**config.mk**
```make
export PLATFORM = sky130hd
export DESIGN_NAME = dsc_cache_ctrl
export DESIGN_NICKNAME = d
export VERILOG_FILES = /design/src/rtl/dsc_cache_ctrl.sv
export SDC_FILE = /design/constraint.sdc
export NUM_CORES = 1
export LEC_CHECK = 0
export CAP_MARGIN = 15
export CORE_MARGIN = 2
export CORE_UTILIZATION = 53
export CTS_CLUSTER_SIZE = 14
export DETAILED_ROUTE_END_ITERATION = 10
export PLACE_DENSITY = 0.86
export SYNTH_ARGS = -nofsm -noshare
export SYNTH_HDL_FRONTEND = slang
export SYNTH_SLANG_ARGS = --single-unit
export TNS_END_PERCENT = 30
```
**constraint.sdc**
```tcl
create_clock -name CLK -period 13.1 [get_ports CLK]
set_input_delay 3.93 -clock CLK [delete_from_list [all_inputs] [get_ports CLK]]
set_output_delay 3.93 -clock CLK [all_outputs]
set_load 0.02 [all_outputs]
```
**src/rtl/dsc_cache_ctrl.sv**
```systemverilog
// Descriptor cache controller: circular-buffer writes into a DEPTH x DATA_W SRAM, in-order reads
// through the 2-cycle SRAM pipeline into a 3-entry skid buffer feeding the channel engine.
module dsc_cache_ctrl #(
  parameter int unsigned DEPTH  = 4,
  parameter int unsigned DATA_W = 64,
  parameter int unsigned AW     = $clog2(DEPTH),
  parameter int unsigned LW     = $clog2(DEPTH + 4)
) (
  input  logic              CLK,
  input  logic              RESET,
  input  logic              FLUSH,
  input  logic              S_VALID,
  output logic              S_READY,
  input  logic [DATA_W-1:0] S_DATA,
  output logic              M_VALID,
  input  logic              M_READY,
  output logic [DATA_W-1:0] M_DATA,
  output logic              W_EN,
  output logic [AW-1:0]     W_ADDR,
  output logic [DATA_W-1:0] W_DATA,
  output logic [AW-1:0]     R_ADDR,
  output logic              R_ADDR_EN,
  output logic              R_DATA_EN,
  input  logic [DATA_W-1:0] R_DATA,
  output logic [LW-1:0]     LEVEL
);

  localparam logic [AW:0] FullCnt = (AW + 1)'(DEPTH);

  logic [AW-1:0] wr_ptr_q, wr_ptr_d, rd_ptr_q, rd_ptr_d;
  logic [AW:0]   cnt_q, cnt_d;
  logic          s1_q, s1_d, s2_q, s2_d;
  logic [1:0]    skid_cnt_q, skid_cnt_d, skid_fill;
  logic [2:0][DATA_W-1:0] skid_q, skid_d;
  logic          m_valid_q;
  logic [LW-1:0] level_q, level_d;

  logic          s_ready, accept, pop, issue;
  logic [2:0]    in_use;

  // Read credit counts every word already committed to the skid: in flight plus held.
  always_comb begin
    s_ready = (cnt_q != FullCnt) & ~FLUSH;
    accept  = S_VALID & s_ready;
    pop     = m_valid_q & M_READY;
    in_use  = {2'b00, s1_q} + {2'b00, s2_q} + {1'b0, skid_cnt_q} - {2'b00, pop};
    issue   = (cnt_q != '0) & (in_use < 3'd3) & ~FLUSH;
  end

  always_comb begin
    wr_ptr_d  = wr_ptr_q + AW'(accept);
    rd_ptr_d  = rd_ptr_q + AW'(issue);
    cnt_d     = cnt_q + (AW + 1)'(accept) - (AW + 1)'(issue);
    s1_d      = issue;
    s2_d      = s1_q;
    skid_d    = skid_q;
    skid_fill = skid_cnt_q;
    if (pop) begin
      skid_d[0] = skid_q[1];
      skid_d[1] = skid_q[2];
      skid_fill = skid_cnt_q - 2'd1;
    end
    skid_cnt_d = skid_fill;
    if (s2_q) begin
      case (skid_fill)
        2'd0:    skid_d[0] = R_DATA;
        2'd1:    skid_d[1] = R_DATA;
        2'd2:    skid_d[2] = R_DATA;
        default: ;
      endcase
      skid_cnt_d = skid_fill + 2'd1;
    end
    // Flush drops queue state and in-flight reads but leaves the data registers alone.
    if (FLUSH) begin
      wr_ptr_d   = '0;
      rd_ptr_d   = '0;
      cnt_d      = '0;
      s1_d       = 1'b0;
      s2_d       = 1'b0;
      skid_cnt_d = '0;
    end
    level_d = LW'(cnt_d) + LW'(s1_d) + LW'(s2_d) + LW'(skid_cnt_d);
  end

  always_ff @(posedge CLK or posedge RESET) begin
    if (RESET) begin
      wr_ptr_q   <= '0;
      rd_ptr_q   <= '0;
      cnt_q      <= '0;
      s1_q       <= 1'b0;
      s2_q       <= 1'b0;
      skid_cnt_q <= '0;
      skid_q     <= '0;
      m_valid_q  <= 1'b0;
      level_q    <= '0;
    end else begin
      wr_ptr_q   <= wr_ptr_d;
      rd_ptr_q   <= rd_ptr_d;
      cnt_q      <= cnt_d;
      s1_q       <= s1_d;
      s2_q       <= s2_d;
      skid_cnt_q <= skid_cnt_d;
      skid_q     <= skid_d;
      m_valid_q  <= (skid_cnt_d != '0);
      level_q    <= level_d;
    end
  end

  always_comb begin
    S_READY   = s_ready;
    W_EN      = accept;
    W_ADDR    = wr_ptr_q;
    W_DATA    = S_DATA;
    R_ADDR    = rd_ptr_q;
    R_ADDR_EN = issue;
    R_DATA_EN = s1_q;
    M_VALID   = m_valid_q;
    M_DATA    = skid_q[0];
    LEVEL     = level_q;
  end

endmodule

```
======== Word-level counts from Yosys, hierarchy flattened ========
Cells that the tools add are included.
word-level totals
  word-level logic and storage cells ...... 49
  output and inout port bits .............. 140
  bits of input ports ..................... 133
  register bits ........................... 207
cells by class
  order comparisons ....................... 1
  bitwise gates (word level) .............. 6
  add/subtract/negate cells ............... 12
  muxes and demuxes ....................... 12
  reduce and logical (&&, ||, !) cells .... 4
  eq/ne operators ......................... 3
operators with widths
  kind                 count
  $mux 128             2
  $mux 64              2
  $mux 2               5
  $add 3x1->3          3
  $sub 3x1->3          2
  $and 1x1->1          5
  $add 2x1->2          2
  $add 2x2->3          1
  $add 3x2->3          1
  $lt 3x2->1 const B   1
  $mux 3               1
  $ne 3x3->1 const B   1
  $reduce_bool 3->1    1
  $add 1x1->2          1
  $add 2x1->2 const B  1
  $eq 2x1->1 const B   1
  $eq 2x2->1 const B   1
  $logic_not 2->1      1
  $mux 1               2
  $reduce_and 2->1     1
  $reduce_bool 2->1    1
  $sub 2x1->2 const B  1
  $not 1->1            1

======== Depth between registers and ports, before layout ========
  depth after elaboration ................. 11
  gate-level depth with buffers ........... 19
  depth with buffers taken out ............ 18

======== Worst setup path after synthesis ========
No wires, ideal clock.
  path kind ............................... in2out
  from .................................... input port M_READY
  to ...................................... output port R_ADDR_EN
  arrival ................................. 7.135 ns
  stages on the path ...................... 8
  path buffers ............................ 1
  setup slack ............................. 2.035 ns
  required time ........................... 9.170 ns
  path through ............................ nand2_1 -> inv_2 -> buf_4 -> ha_1 -> fa_1 -> inv_1 -> fa_1 -> a2111oi_0
between the ends
  cells in the longest elaborated chain, start to end .. 5
ends and longest elaborated chain
  element                   RTL line  text
  start, declared           16        input logic M_READY,
  $and 1x1->1               45        pop = m_valid_q & M_READY;
  $sub 3x1->3               46        in_use = {2'b00, s1_q} + {2'b00, s2_q} + {1'b0, skid_cnt_q} - {2'b00, pop};
  $lt 3x2->1                47        issue = (cnt_q != '0) & (in_use < 3'd3) & ~FLUSH;
  $and 1x1->1 (2 in a row)  47
  end, declared             22        output logic R_ADDR_EN,
No other way between the ends.

======== Worst setup path in the final report ========
Same ends and word-level chain as after synthesis.

==> results.rst <==
.. list-table::
   :header-rows: 1

   * - Metric
     - Value
   * - Peak Freq
     - 87.87 MHz
   * - Via-to-Cell Ratio
     - 5.235
   * - Number of instances resized during post-cts repair
     - 0
   * - Number of standard cells after synthesis
     - 896
   * - Die X
     - 142.9 um
   * - Largest net degree at the start of global routing
     - 134
   * - WS Path Type
     - in2out
   * - Fraction of final layout cells with drive strength greater than 1
     - 0.1123
   * - Area enclosed by the die boundary
     - 20,410 um2
   * - Accumulated negative setup slack
     - 0 ns
   * - Mean post-synth cell area
     - 11.41 um2
   * - Shortest clock period the worst path allows after layout
     - 11.38 ns
   * - Warnings from Yosys
     - 0
   * - TritonCTS clock tree
     - yes
   * - GRT Residual Overflow
     - 0
   * - Number of antenna violations at the first check in global routing
     - 0
   * - Number of global-route vias before repair
     - 6,278
   * - Deepest level of the CTS H-tree
     - 1
   * - Cells traversed along the worst timing path
     - clkdlybuf4s50_1, nand2_4, inv_4, ha_1, fa_1, inv_1, fa_1, a2111oi_0, buf_4, clkdlybuf4s50_1
   * - Largest incremental delay on the critical path
     - 0.60 ns
   * - Type of the worst min-delay path
     - reg2reg
   * - Setup Buffers After CTS
     - 0
   * - Switching fraction of total power
     - 0.3234
   * - Synthesized cell area
     - 10,220 um2
   * - Critical path launch point type
     - input port
   * - Required time of the critical path
     - 9.17 ns
   * - Status
     - completed
   * - Worst Skew
     - 0.009761 ns
   * - Internal Dissipation
     - 1767 uW
   * - Residual DRC count
     - 0
   * - Overall Global Routing Usage
     - 0.1953
   * - Clock network fraction of total power
     - 0.263
   * - Hpwl dp
     - 11.80 mm
   * - Layout-stage area growth over the synthesis result
     - 12.29%
   * - Syn nets
     - 1,044
   * - Proportion of synthesized chip area in sequential cells
     - 0.5067
   * - Final estimated routing congestion in global placement
     - 0.7691
   * - Crit path capture type
     - primary output
   * - Final Cycle Share
     - 0.8688
   * - Number of cells after detailed placement
     - 1,128
   * - Maximum root-to-sink buffer count
     - 3
   * - Count of final max-slew check failures
     - 0
   * - Vertical extent of the die
     - 142.9 um
   * - Register clock-pin slew on the reported worst setup and hold paths
     - 0.06 ns
   * - Crit path arrival time
     - 7.45 ns
   * - Global-route wire length before repair
     - 32.68 mm
   * - Root buf cell
     - sky130_fd_sc_hd__clkbuf_16
   * - Number of hold violations in the final report
     - 0
   * - Power density normalized to cell area
     - 227.6 nW/um2
   * - Clock sink count
     - 207
   * - Unique masters post-synth
     - 32
   * - Setup violations, final
     - 0
   * - Wire length per cell after detailed routing
     - 16.93 um
   * - Number of register bits inferred by synthesis
     - 207
   * - Core region area
     - 18,830 um2
   * - Latest clock arrival within the worst-skew pair
     - 0.50 ns
   * - Number of design-rule violations left by the first detailed-router iteration
     - 300
   * - Leakage
     - 0.005290 uW
   * - Via count
     - 6,115
   * - Setup repair after global routing missed its margin
     - false
   * - DRT Pass-1 Iters
     - 5
   * - Boundary pin count
     - 273
   * - Combinational Power Share
     - 0.341
   * - Largest fanout on the critical path
     - 22
   * - Max-cap check violation count
     - 0
   * - Antenna violation net count after detailed routing
     - 0
   * - Max-slew headroom at the worst pin
     - 0.2891
   * - Total of fill cells in the finished design
     - 1,501
   * - Final #Nets
     - 1,041
   * - Starting Density
     - 0.5429
   * - Part of the power in registers
     - 0.396
   * - Most frequent standard cell in the layout excluding fill and tap cells
     - sky130_fd_sc_hd__dfrtp_1
   * - Number of cell rows
     - 50
   * - Routed wire length
     - 19.77 mm
   * - Largest voltage drop on the vdd net
     - 0.1451 mV
   * - Critical Path Slowest Stage Cell
     - sky130_fd_sc_hd__clkdlybuf4s50_1
   * - Leading cell types in the layout, fill and taps excluded
     - sky130_fd_sc_hd__dfrtp_1, sky130_fd_sc_hd__clkdlybuf4s50_1, sky130_fd_sc_hd__nand2_1, sky130_fd_sc_hd__mux2i_1, sky130_fd_sc_hd__o21ai_1
   * - Cts bufs inserted
     - 23
   * - Number of cells in the finished layout apart from fillers
     - 1,168
   * - Switch Pwr
     - 844.6 uW
   * - Antenna cells
     - 0
   * - Slew at the pin closest to its max-slew limit
     - 1.066 ns
   * - Count of hold buffers inserted by post-cts repair
     - 0
   * - Number of I/O port buffers
     - 144
==> synth_stat cells <==
cell | n | area (um2)
sky130_fd_sc_hd__a2111oi_0 | 1 | 8.760
sky130_fd_sc_hd__a21bo_2 | 1 | 10.01
sky130_fd_sc_hd__a21oi_1 | 3 | 15.01
sky130_fd_sc_hd__a311oi_1 | 1 | 8.760
sky130_fd_sc_hd__and2_1 | 1 | 6.260
sky130_fd_sc_hd__and2_4 | 2 | 17.52
sky130_fd_sc_hd__buf_12 | 5 | 100.1
sky130_fd_sc_hd__buf_2 | 16 | 80.08
sky130_fd_sc_hd__buf_4 | 130 | 975.9
sky130_fd_sc_hd__buf_6 | 16 | 180.2
sky130_fd_sc_hd__clkbuf_1 | 3 | 11.26
sky130_fd_sc_hd__clkbuf_2 | 8 | 40.04
sky130_fd_sc_hd__dfrtp_1 | 207 | 5180
sky130_fd_sc_hd__fa_1 | 5 | 100.1
sky130_fd_sc_hd__ha_1 | 10 | 125.1
sky130_fd_sc_hd__inv_1 | 13 | 48.80
sky130_fd_sc_hd__inv_2 | 1 | 3.750
sky130_fd_sc_hd__mux2_1 | 14 | 157.7
sky130_fd_sc_hd__mux2_2 | 50 | 563.0
sky130_fd_sc_hd__mux2i_1 | 128 | 1281
sky130_fd_sc_hd__nand2_1 | 131 | 491.7
sky130_fd_sc_hd__nand2_4 | 1 | 11.26
sky130_fd_sc_hd__nand3b_1 | 1 | 7.510
sky130_fd_sc_hd__nor2_1 | 6 | 22.52
sky130_fd_sc_hd__nor2_2 | 1 | 6.260
sky130_fd_sc_hd__nor2b_1 | 3 | 18.77
sky130_fd_sc_hd__nor3_1 | 1 | 5.000
sky130_fd_sc_hd__o21a_1 | 1 | 7.510
sky130_fd_sc_hd__o21ai_0 | 63 | 315.3
sky130_fd_sc_hd__o21ai_1 | 65 | 325.3
sky130_fd_sc_hd__xnor2_1 | 6 | 52.55
sky130_fd_sc_hd__xnor3_1 | 2 | 45.04
==> critical path, delay by kind of cell <==
kind	cells	cell delay (ns)
adders and majority gates	3	1.11
and+or+nand+nor	1	0.17
buffers and inverters	5	1.80
AOI/OAI and AO/OA	1	0.43
==> cells by family (layout without fill, tap and decap cells) <==
logic type,after synthesis,count (layout),share of synthesized area
AO/OA/AOI/OAI,135,135,0.06756
buffers and inverters,192,204,0.1409
adder cells (fa/ha/maj),15,15,0.02203
multiplexers,192,192,0.1958
flip-flops,207,207,0.5067
AND/OR/NAND/NOR,147,147,0.05741
XOR/XNOR,8,8,0.009547
==> power by group through the flow <==
stage | Sequential, uW | Clock [uW] | Combinational, uW
floorplan | 1010 | 0 | 753
global placement | 1030 | 0 | 859
detailed placement | 1040 | 0 | 894
CTS | 1030 | 702 | 900
global route | 1060 | 733 | 978
finish | 1030 | 687 | 890
==> stage by stage <==
stage,area [um2],setup slack [ns],hold slack (ns),total power [uW],util
after floorplan,10220,2.035,0.4640,1758,-
after global placement,10660,1.844,0.4745,1890,0.5663
after detailed placement,10660,1.719,0.4852,1937,0.5663
after CTS,11480,1.690,0.4984,2637,0.6096
after global routing,11480,1.446,0.5126,2773,0.6096
final,11480,1.719,0.4928,2612,0.6096
==> cell type report <==
cell class	instances	area [um2]	share of cell area
Timing Repair Buffer	150	1486	0.1295
Clock buffer	31	665.6	0.05799
Sequential cell	207	5180	0.4513
Tap cell	260	325.3	0.02834
Clock inverter	9	148.9	0.01297
Inverter	14	62.56	0.005450
Multi-Input combinational cell	497	3610	0.3145
==> flip-flops by register name, indices dropped and copies added (netlist names) <==
register    count
skid_q        128
cnt_q           3
M_VALID         1
R_DATA_EN       1
R_ADDR          2
s2_q            1
W_ADDR          2
skid_cnt_q      2
LEVEL           3
M_DATA         64
==> final timing paths <==
check,start,end,slack (ns),cells after the start
setup / recovery,M_READY,R_ADDR_EN,1.72,10
hold / removal,skid_q[136]$_DFFE_PP0P_,skid_q[136]$_DFFE_PP0P_,0.49,1
setup reg to reg,M_VALID$_DFF_PP0_,LEVEL[2]$_DFF_PP0_,8.10,18
hold reg to reg,skid_q[136]$_DFFE_PP0P_,skid_q[136]$_DFFE_PP0P_,0.49,1
max in group asynchronous,RESET,skid_q[73]$_DFF_PP0_,7.62,3
min in group asynchronous,RESET,skid_q[96]$_DFF_PP0_,4.01,2
==> layer usage <==
metal / vias up / wire, um / GRT usage / part of all wire
met5: - / 0 / 0 / 0
met4: 0 / 372 / 0.04534 / 0.019
met3: 44 / 1100 / 0.03957 / 0.056
met2: 162 / 9392 / 0.3216 / 0.47
met1: 3026 / 8909 / 0.2686 / 0.45
li1: 2883 / - / - / -
(Power assumes the default switching activity.)
==> patch: new RTL, config.mk and constraints unchanged <==
`DEPTH`: 4 -> 8.
--- a/src/rtl/dsc_cache_ctrl.sv
+++ b/src/rtl/dsc_cache_ctrl.sv
@@ -1,7 +1,7 @@
 // Descriptor cache controller: circular-buffer writes into a DEPTH x DATA_W SRAM, in-order reads
 // through the 2-cycle SRAM pipeline into a 3-entry skid buffer feeding the channel engine.
 module dsc_cache_ctrl #(
-  parameter int unsigned DEPTH  = 4,
+  parameter int unsigned DEPTH  = 8,
   parameter int unsigned DATA_W = 64,
   parameter int unsigned AW     = $clog2(DEPTH),
   parameter int unsigned LW     = $clog2(DEPTH + 4)
Interface: changed (resized LEVEL, R_ADDR and W_ADDR); port bits go from 273 to 276. No check against the original RTL was run, so the function may have changed too.
==> patch against the original RTL <==
  * Sequential cell count is 4 higher
  * Power increased by 0.19%
  * Synthesized area rose by 1.3%
  * Setup slack better by 0.12 ns
  * Wire length fell by 0.57%
  * Cell area up 1.2%
  * Synthesized cell count rose by 3.5%
  * Final cell count up 3.2%
==> patch: results <==
metrics = {
    "placed_design": {
        "place_ws_ns": 1.81,
        "dpl_cell_area_mm2": 0.0110,
        "finalWeightedCongestion": 0.753,
        "dp_hpwl_um": 12000,
        "portBuffers": 147,
    },
    "routing": {
        "drtIter0Drc": 227,
        "wirelength_met1_um": 8860,
        "vias": 6264,
        "drtPass1Iterations": 4,
        "drt-total-wl_um": 19700,
        "wl_met3_um": 961,
        "met2_length_um": 9460,
    },
    "layout": {
        "nets": 1082,
        "clk_share": 0.0551,
        "clock_buffers": 34,
        "num-multi-input-gates": 516,
        "n_all_inverters": 22,
        "nFillCells": 1590,
        "bufAreaShareNonClock": 0.131,
        "multi_input_area_mm2": 0.00375,
        "post_route_cells_drive_above_1_share": 0.0479,
        "register_area_mm2": 0.00528,
        "final_cells": 1205,
        "n_all_buffers": 153,
        "num_antenna_cells": 0,
    },
    "sta": {
        "holdWs_ns": 0.490,
        "max-slew-margin-rel": 0.325,
        "skew_ns": 0.0195,
    },
    "hold_path": {
        "hold_start": "skid_q[152]",
        "hold_path_end": "skid_q[152]",
    },
    "global_routing": {
        "grt_pass1_wl_um": 32300,
        "track_usage": 0.193,
        "grt_max_degree": 132,
        "use_met2": 0.319,
        "met1_usage": 0.262,
        "use_met3": 0.0360,
        "grt_pass1_vias": 6407,
    },
    "pwr": {
        "switching_share": 0.340,
        "seq-power_mw": 1.08,
        "comb_power_share": 0.370,
        "p_leak_nw": 5.35,
        "peakVddDrop_mv": 0.169,
    },
    "clock_tree": {
        "root_buffer": "clkbuf_16",
        "post_cts_buffers": 0,
        "cts_buffers": 23,
    },
    "synth": {
        "synth_area_leaders": "dfrtp_1 (51%), mux2i_1 (12%), buf_4 (10%), mux2_1 (7.0%), o21ai_1 (6.2%)",
        "ys_top_cells_by_count": "dfrtp_1 (211), buf_4 (138), nand2_1 (129)",
        "syn_avg_cell_area_um2": 11.2,
        "synth-seq-cells": 211,
        "synth.distinct_cells": 31,
        "synth_seq_area_share": 0.510,
    },
    "setup_path": {
        "worstReg2RegEnd": "LEVEL[3]",
        "slowest_delay_ns": 0.67,
        "r2r_setup_slack_ns": 8.51,
        "path_max_fanout": 32,
        "arrival_ns": 7.33,
        "r2r_cells": 18,
        "timing.rr.start": "M_VALID",
    },
    "outcome": {
        "outcome": "completed",
    },
}
==> patch: logic make-up (layout without fill, tap and decap cells) <==
logic type	Yosys count	count (layout)	synth area share
adder cells (fa/ha/maj)	22	22	0.0302
flip-flops	211	211	0.510
AND/OR/NAND/NOR	152	152	0.0592
XOR/XNOR	8	8	0.00749
AO/OA/AOI/OAI	141	141	0.0703
multiplexers	193	193	0.194
buffers and inverters	200	213	0.129
==> patch: through the flow <==
stage                util  total power [mW]
floorplan               -              1.85
CTS                 0.601              2.65
global route        0.601              2.81
finish              0.601              2.62
detailed placement  0.568              2.07
global placement    0.568              2.02
==> patch: worst max-delay path by stage <==
stage	start	end	slack, ns	cells after the start
floorplan	M_READY	R_ADDR_EN	3.01	10
global placement	M_READY	R_ADDR_EN	1.85	11
detailed placement	M_READY	R_ADDR_EN	1.81	11
CTS	M_READY	R_ADDR_EN	1.78	11
global route	M_READY	R_ADDR_EN	1.63	11
finish	M_READY	R_ADDR_EN	1.84	11
